===== src/rtl/fetch_unit.sv =====
// Program-counter / fetch-control stage in front of the instruction ROM.
// Optional RUN-cycle counter is built only when FETCH_CYCLE_COUNT_EN is defined.
module fetch_unit #(
  parameter int              PC_W       = 8,
  parameter int              LUT_DEPTH  = 16,
  parameter logic [PC_W-1:0] START_ADDR = '0
) (
  input  logic            CLK,
  input  logic            Reset,
  input  logic            Start,
  input  logic [PC_W-1:0] StartAddr,
  input  logic            Stall,
  input  logic            BranchTaken,
  input  logic            BranchAbs,
  input  logic [4:0]      BranchOffset,
  input  logic            HaltReq,
  input  logic            LutWrEn,
  input  logic [3:0]      LutWrIdx,
  input  logic [PC_W-1:0] LutWrData,
  output logic [PC_W-1:0] InstrAddress,
  output logic            Running,
  output logic            Done,
  output logic            Wrapped,
  output logic [15:0]     CycleCount
);

  typedef enum logic [1:0] {S_IDLE, S_RUN, S_HALTED} state_t;

  state_t          r_state, w_state_nxt;
  logic [PC_W-1:0] r_pc, w_pc_nxt;
  logic            r_wrapped, w_wrapped_nxt;
  logic [PC_W-1:0] r_lut [LUT_DEPTH];
  logic [PC_W-1:0] w_rel_off;

  assign w_rel_off = {{(PC_W-5){BranchOffset[4]}}, BranchOffset};

  // NOTE: state registers use non-blocking assignments so every flop samples pre-edge values.
  always_ff @(posedge CLK or posedge Reset) begin
    if (Reset) begin
      r_state   <= S_IDLE;
      r_pc      <= START_ADDR;
      r_wrapped <= 1'b0;
    end else begin
      r_state   <= w_state_nxt;
      r_pc      <= w_pc_nxt;
      r_wrapped <= w_wrapped_nxt;
    end
  end

  // NOTE: every output of this block gets a default first so no path can infer a latch.
  always_comb begin
    w_state_nxt   = r_state;
    w_pc_nxt      = r_pc;
    w_wrapped_nxt = r_wrapped;
    case (r_state)
      S_IDLE, S_HALTED: begin
        if (Start) begin
          w_state_nxt   = S_RUN;
          w_pc_nxt      = StartAddr;
          w_wrapped_nxt = 1'b0;
        end
      end
      S_RUN: begin
        if (HaltReq) begin
          w_state_nxt = S_HALTED;
        end else if (!Stall) begin
          // A stalled branch is simply dropped; decode re-asserts it next cycle.
          if (BranchTaken && !BranchAbs) begin
            w_pc_nxt = r_pc + w_rel_off;
          end else if (BranchTaken) begin
            w_pc_nxt = r_lut[BranchOffset[3:0]];
          end else begin
            w_pc_nxt = r_pc + PC_W'(1);
            if (r_pc == '1) w_wrapped_nxt = 1'b1;
          end
        end
      end
      default: w_state_nxt = S_IDLE;
    endcase
  end

  // NOTE: the LUT is small and architecturally defined as zero after reset, so it is reset like any flop.
  always_ff @(posedge CLK or posedge Reset) begin
    if (Reset) begin
      for (int i = 0; i < LUT_DEPTH; i++) r_lut[i] <= '0;
    end else if (LutWrEn) begin
      r_lut[LutWrIdx] <= LutWrData;
    end
  end

`ifdef FETCH_CYCLE_COUNT_EN
  logic [15:0] r_cycle;

  always_ff @(posedge CLK or posedge Reset) begin
    if (Reset) begin
      r_cycle <= '0;
    end else if (r_state != S_RUN && Start) begin
      r_cycle <= '0;
    end else if (r_state == S_RUN && r_cycle != 16'hFFFF) begin
      r_cycle <= r_cycle + 16'd1;
    end
  end

  assign CycleCount = r_cycle;
`else
  assign CycleCount = 16'h0000;
`endif

  assign InstrAddress = r_pc;
  assign Running      = (r_state == S_RUN);
  assign Done         = (r_state == S_HALTED);
  assign Wrapped      = r_wrapped;

endmodule

===== config.mk =====
export PLATFORM = sky130hd
export DESIGN_NAME = fetch_unit
export DESIGN_NICKNAME = d
export VERILOG_FILES = /design/src/rtl/fetch_unit.sv
export SDC_FILE = /design/constraint.sdc
export NUM_CORES = 1
export LEC_CHECK = 0
export ABC_AREA = 1
export CAP_MARGIN = 20
export CORE_ASPECT_RATIO = 1.4
export CORE_MARGIN = 4
export CORE_UTILIZATION = 50
export CTS_BUF_LIST = sky130_fd_sc_hd__clkbuf_4
export CTS_CLUSTER_SIZE = 10
export DETAILED_ROUTE_END_ITERATION = 6
export GPL_TIMING_DRIVEN = 0
export PLACE_DENSITY = 0.7
export SETUP_SLACK_MARGIN = 0.2
export SYNTH_ARGS = -nofsm -noshare
export SYNTH_HDL_FRONTEND = slang
export SYNTH_SLANG_ARGS = --single-unit
export TNS_END_PERCENT = 5

===== constraint.sdc =====
create_clock -name CLK -period 7.4 [get_ports CLK]
set_input_delay 1.48 -clock CLK [delete_from_list [all_inputs] [get_ports CLK]]
set_output_delay 1.48 -clock CLK [all_outputs]
set_load 0.005 [all_outputs]

==> metrics <==
outcome complete, no violations; Sw Share 0.3600; CP cell instances inv_1 > nand2_2 > inv_1 > buf_2 > clkdlybuf4s50_1; CP max stage delay 540 ps; switching pwr 852.1 uW; CP max stage cell clkdlybuf4s50_1; Seq/Total Area, Yosys 0.4845; # H-tree levels 4; worst setup skew after layout 18.13 ps; CP Capture Type output port; hpwl dp 16970 um; Routability Congestion 0.9435; Pwr Density 286.8 nW/um2; Final min period approximately 3700 ps; Syn Std Cell Area a little over 7000 um2; Antenna Violating Nets Remaining 0; CTS Sinks 139; Post-Syn Area per Cell 7.695 um2; # IOs 60; final setup margin 3740 ps; final wirelength about 23000 um; initial antenna violation count 1; worst-case clock buffer depth 2; # DRC 0; asr flop ratio synth 1.000; DR vias approximately 6700; Die ar. 16370 um2; post-CTS setup buffer count 0; max capacitance violation total 0; top-count cell post-synth nand2_1; count of input and output buffers 43; Placeable Area 13970 um2; Initial Util 0.5137; WL/cell approximately 19 um; DR vias/cell 5.536; Post-synth EDFFs 0; Synth Warn # 0; Initial DRC Count 613; startpoint types flop; chip width between 100 and 150 um; Die Y between 100 and 150 um; top-area cell type share of the netlist area 0.4845; worst vdd rail ir drop 0.1140 mV; grt ovf 0; global-route wire length before repair 36400 um; Mapped Cells 933; Final Net Count 1053; worst path buffer plus inverter count 4; Worst Path Arrival around 2200 ps; CP required 5920 ps; commonest cells in the synthesized netlist 258 x nand2_1, 162 x o21ai_0, 139 x dfrtp_1; count of cell types in the netlist 33; Reg clk slew, reported paths 130 ps; Seq cells post-synth 139; pre-CTS WS 3553 ps; Int Power 1.515 mW; vias in the first global route 6601; biggest area consumer among synthesized cells dfrtp_1; Clock Latency Late Sink ~560 ps; Fill cells 1297; Hold-fix buffers, CTS 0; Setup CP Type reg -> out; synth top area cells dfrtp_1 48%, nand2_1 13%, o21ai_0 11%; Synth Flop Type dfrtp_1; layout cells sized above 1 0.08504; Leak 3.995 nW; final core utilization 0.5907; post-CTS sizing 0; Crit Path Max Fanout 10; Worst path most repeated cell inv_1; TritonCTS Buffers 17; pin count of the biggest net entering global routing 93; Slew HR 0.5453; Site Rows 51; Final Setup Violations 0; Max Freq 273.3 MHz; sequential share of power 0.452; setup tns final 0 ps; crit share post-route 0.4945; Final Hold Viols 0; first-pass iteration count of the detailed router 5; Hold WC Path Type reg -> reg; clock share of power 0.238; worst slew pin tran 682.0 ps; CP top delay family buffers and inverters; CTS tree done; Final Max Slew Viols 0; RSZ-0062 raised after global routing no; synthesis-to-layout area growth 14.97%; clock root cell clkbuf_4; GRT Overall Usage 0.3002; combinational share of power 0.310
-- power groups by stage --
stage | clock, mW | combinational (mW) | sequential, mW
floorplan | 0 | 0.492 | 1.04
global placement | 0 | 0.711 | 1.07
detailed placement | 0 | 0.729 | 1.08
CTS | 0.570 | 0.732 | 1.07
global route | 0.598 | 0.841 | 1.09
finish | 0.564 | 0.734 | 1.07
-- worst min-delay path, cell delays in order (launching register included) --
cell and delay (ps):
dfrtp_1 360, nand2_1 50, o21ai_0 60
-- stage by stage --
step | cells | hold WS (ps) | cell area, um2 | power, mW
floorplan | 948 | 447.8 | 7236 | 1.532
detailed placement | 1177 | 468.1 | 7930 | 1.809
finish | 1209 | 494.0 | 8254 | 2.367
global placement | 1176 | 460.4 | 7898 | 1.786
global route | 1209 | 513.6 | 8254 | 2.529
CTS | 1208 | 495.3 | 8252 | 2.368
-- routing by layer --
| layer | part of all wire | vias to the layer above | GRT usage |
|---|---|---|---|
| met5 | 0 | - | 0 |
| met4 | 0.064 | 0 | 0.1896 |
| met3 | 0.073 | 91 | 0.05265 |
| met2 | 0.48 | 331 | 0.4945 |
| met1 | 0.38 | 3094 | 0.3601 |
| li1 | - | 3177 | - |
-- area by class of cell --
class / instances / area (um2) / area share
diodes: 1 / 2.502 / 0.0003032
clock buffers: 20 / 150.1 / 0.01819
flip-flops and latches: 139 / 3478 / 0.4214
inverters: 74 / 287.8 / 0.03486
clock inverters: 11 / 171.4 / 0.02077
well taps: 185 / 231.5 / 0.02804
repair buffers: 44 / 457.9 / 0.05548
multi-input cells: 669 / 3093 / 0.3747
plain buffers: 66 / 381.6 / 0.04623
-- cell families after synthesis --
family / count (synthesis) / synth area share
AND/OR/NAND/NOR: 408 / 0.2302
AO/OA/AOI/OAI: 232 / 0.1706
buffers and inverters: 140 / 0.09254
flip-flops: 139 / 0.4845
adder cells (fa/ha/maj): 9 / 0.01673
XOR/XNOR: 4 / 0.004881
other: 1 / 0.0005223
-- sequential cells by signal, indices dropped and copies added (netlist names) --
| signal | cells |
|---|---|
| InstrAddress | 8 |
| r_state | 2 |
| r_lut | 128 |
| Wrapped | 1 |
-- worst paths after layout --
check	from	end	slack [ps]	cells after the start
worst max-delay path	r_state[1]$_DFFE_PP0P_	Running	3740	5
worst min-delay path	r_lut[30]$_DFFE_PP0P_	r_lut[30]$_DFFE_PP0P_	490	2
worst max register to register	InstrAddress[0]$_DFFE_PP0P_	InstrAddress[6]$_DFFE_PP0P_	5360	11
worst min register to register	r_lut[30]$_DFFE_PP0P_	r_lut[30]$_DFFE_PP0P_	490	2
max in group asynchronous	Reset	r_lut[29]$_DFFE_PP0P_	5250	3
min in group asynchronous	Reset	r_lut[125]$_DFFE_PP0P_	1300	2
-- placed cells by master, fill, tap and decap left out, drive strengths merged --
cell type and instances:
nand2 259, o21ai 172, dfrtp 139, nor2 85, inv 73, nand3 54, clkbuf 46, clkdlybuf4s50 43
buf 41, a21oi 34, o211ai 22, conb 16, ha 8, clkinv 6, nor3 5, bufinv 4
nand4 3, xor2 3, clkinvlp 2, diode 1, a21o 1, o22ai 1, xnor2 1, a22oi 1
o21a 1, nand3b 1, or2 1, fa 1
No activity file was read; power rests on OpenSTA's default activity.
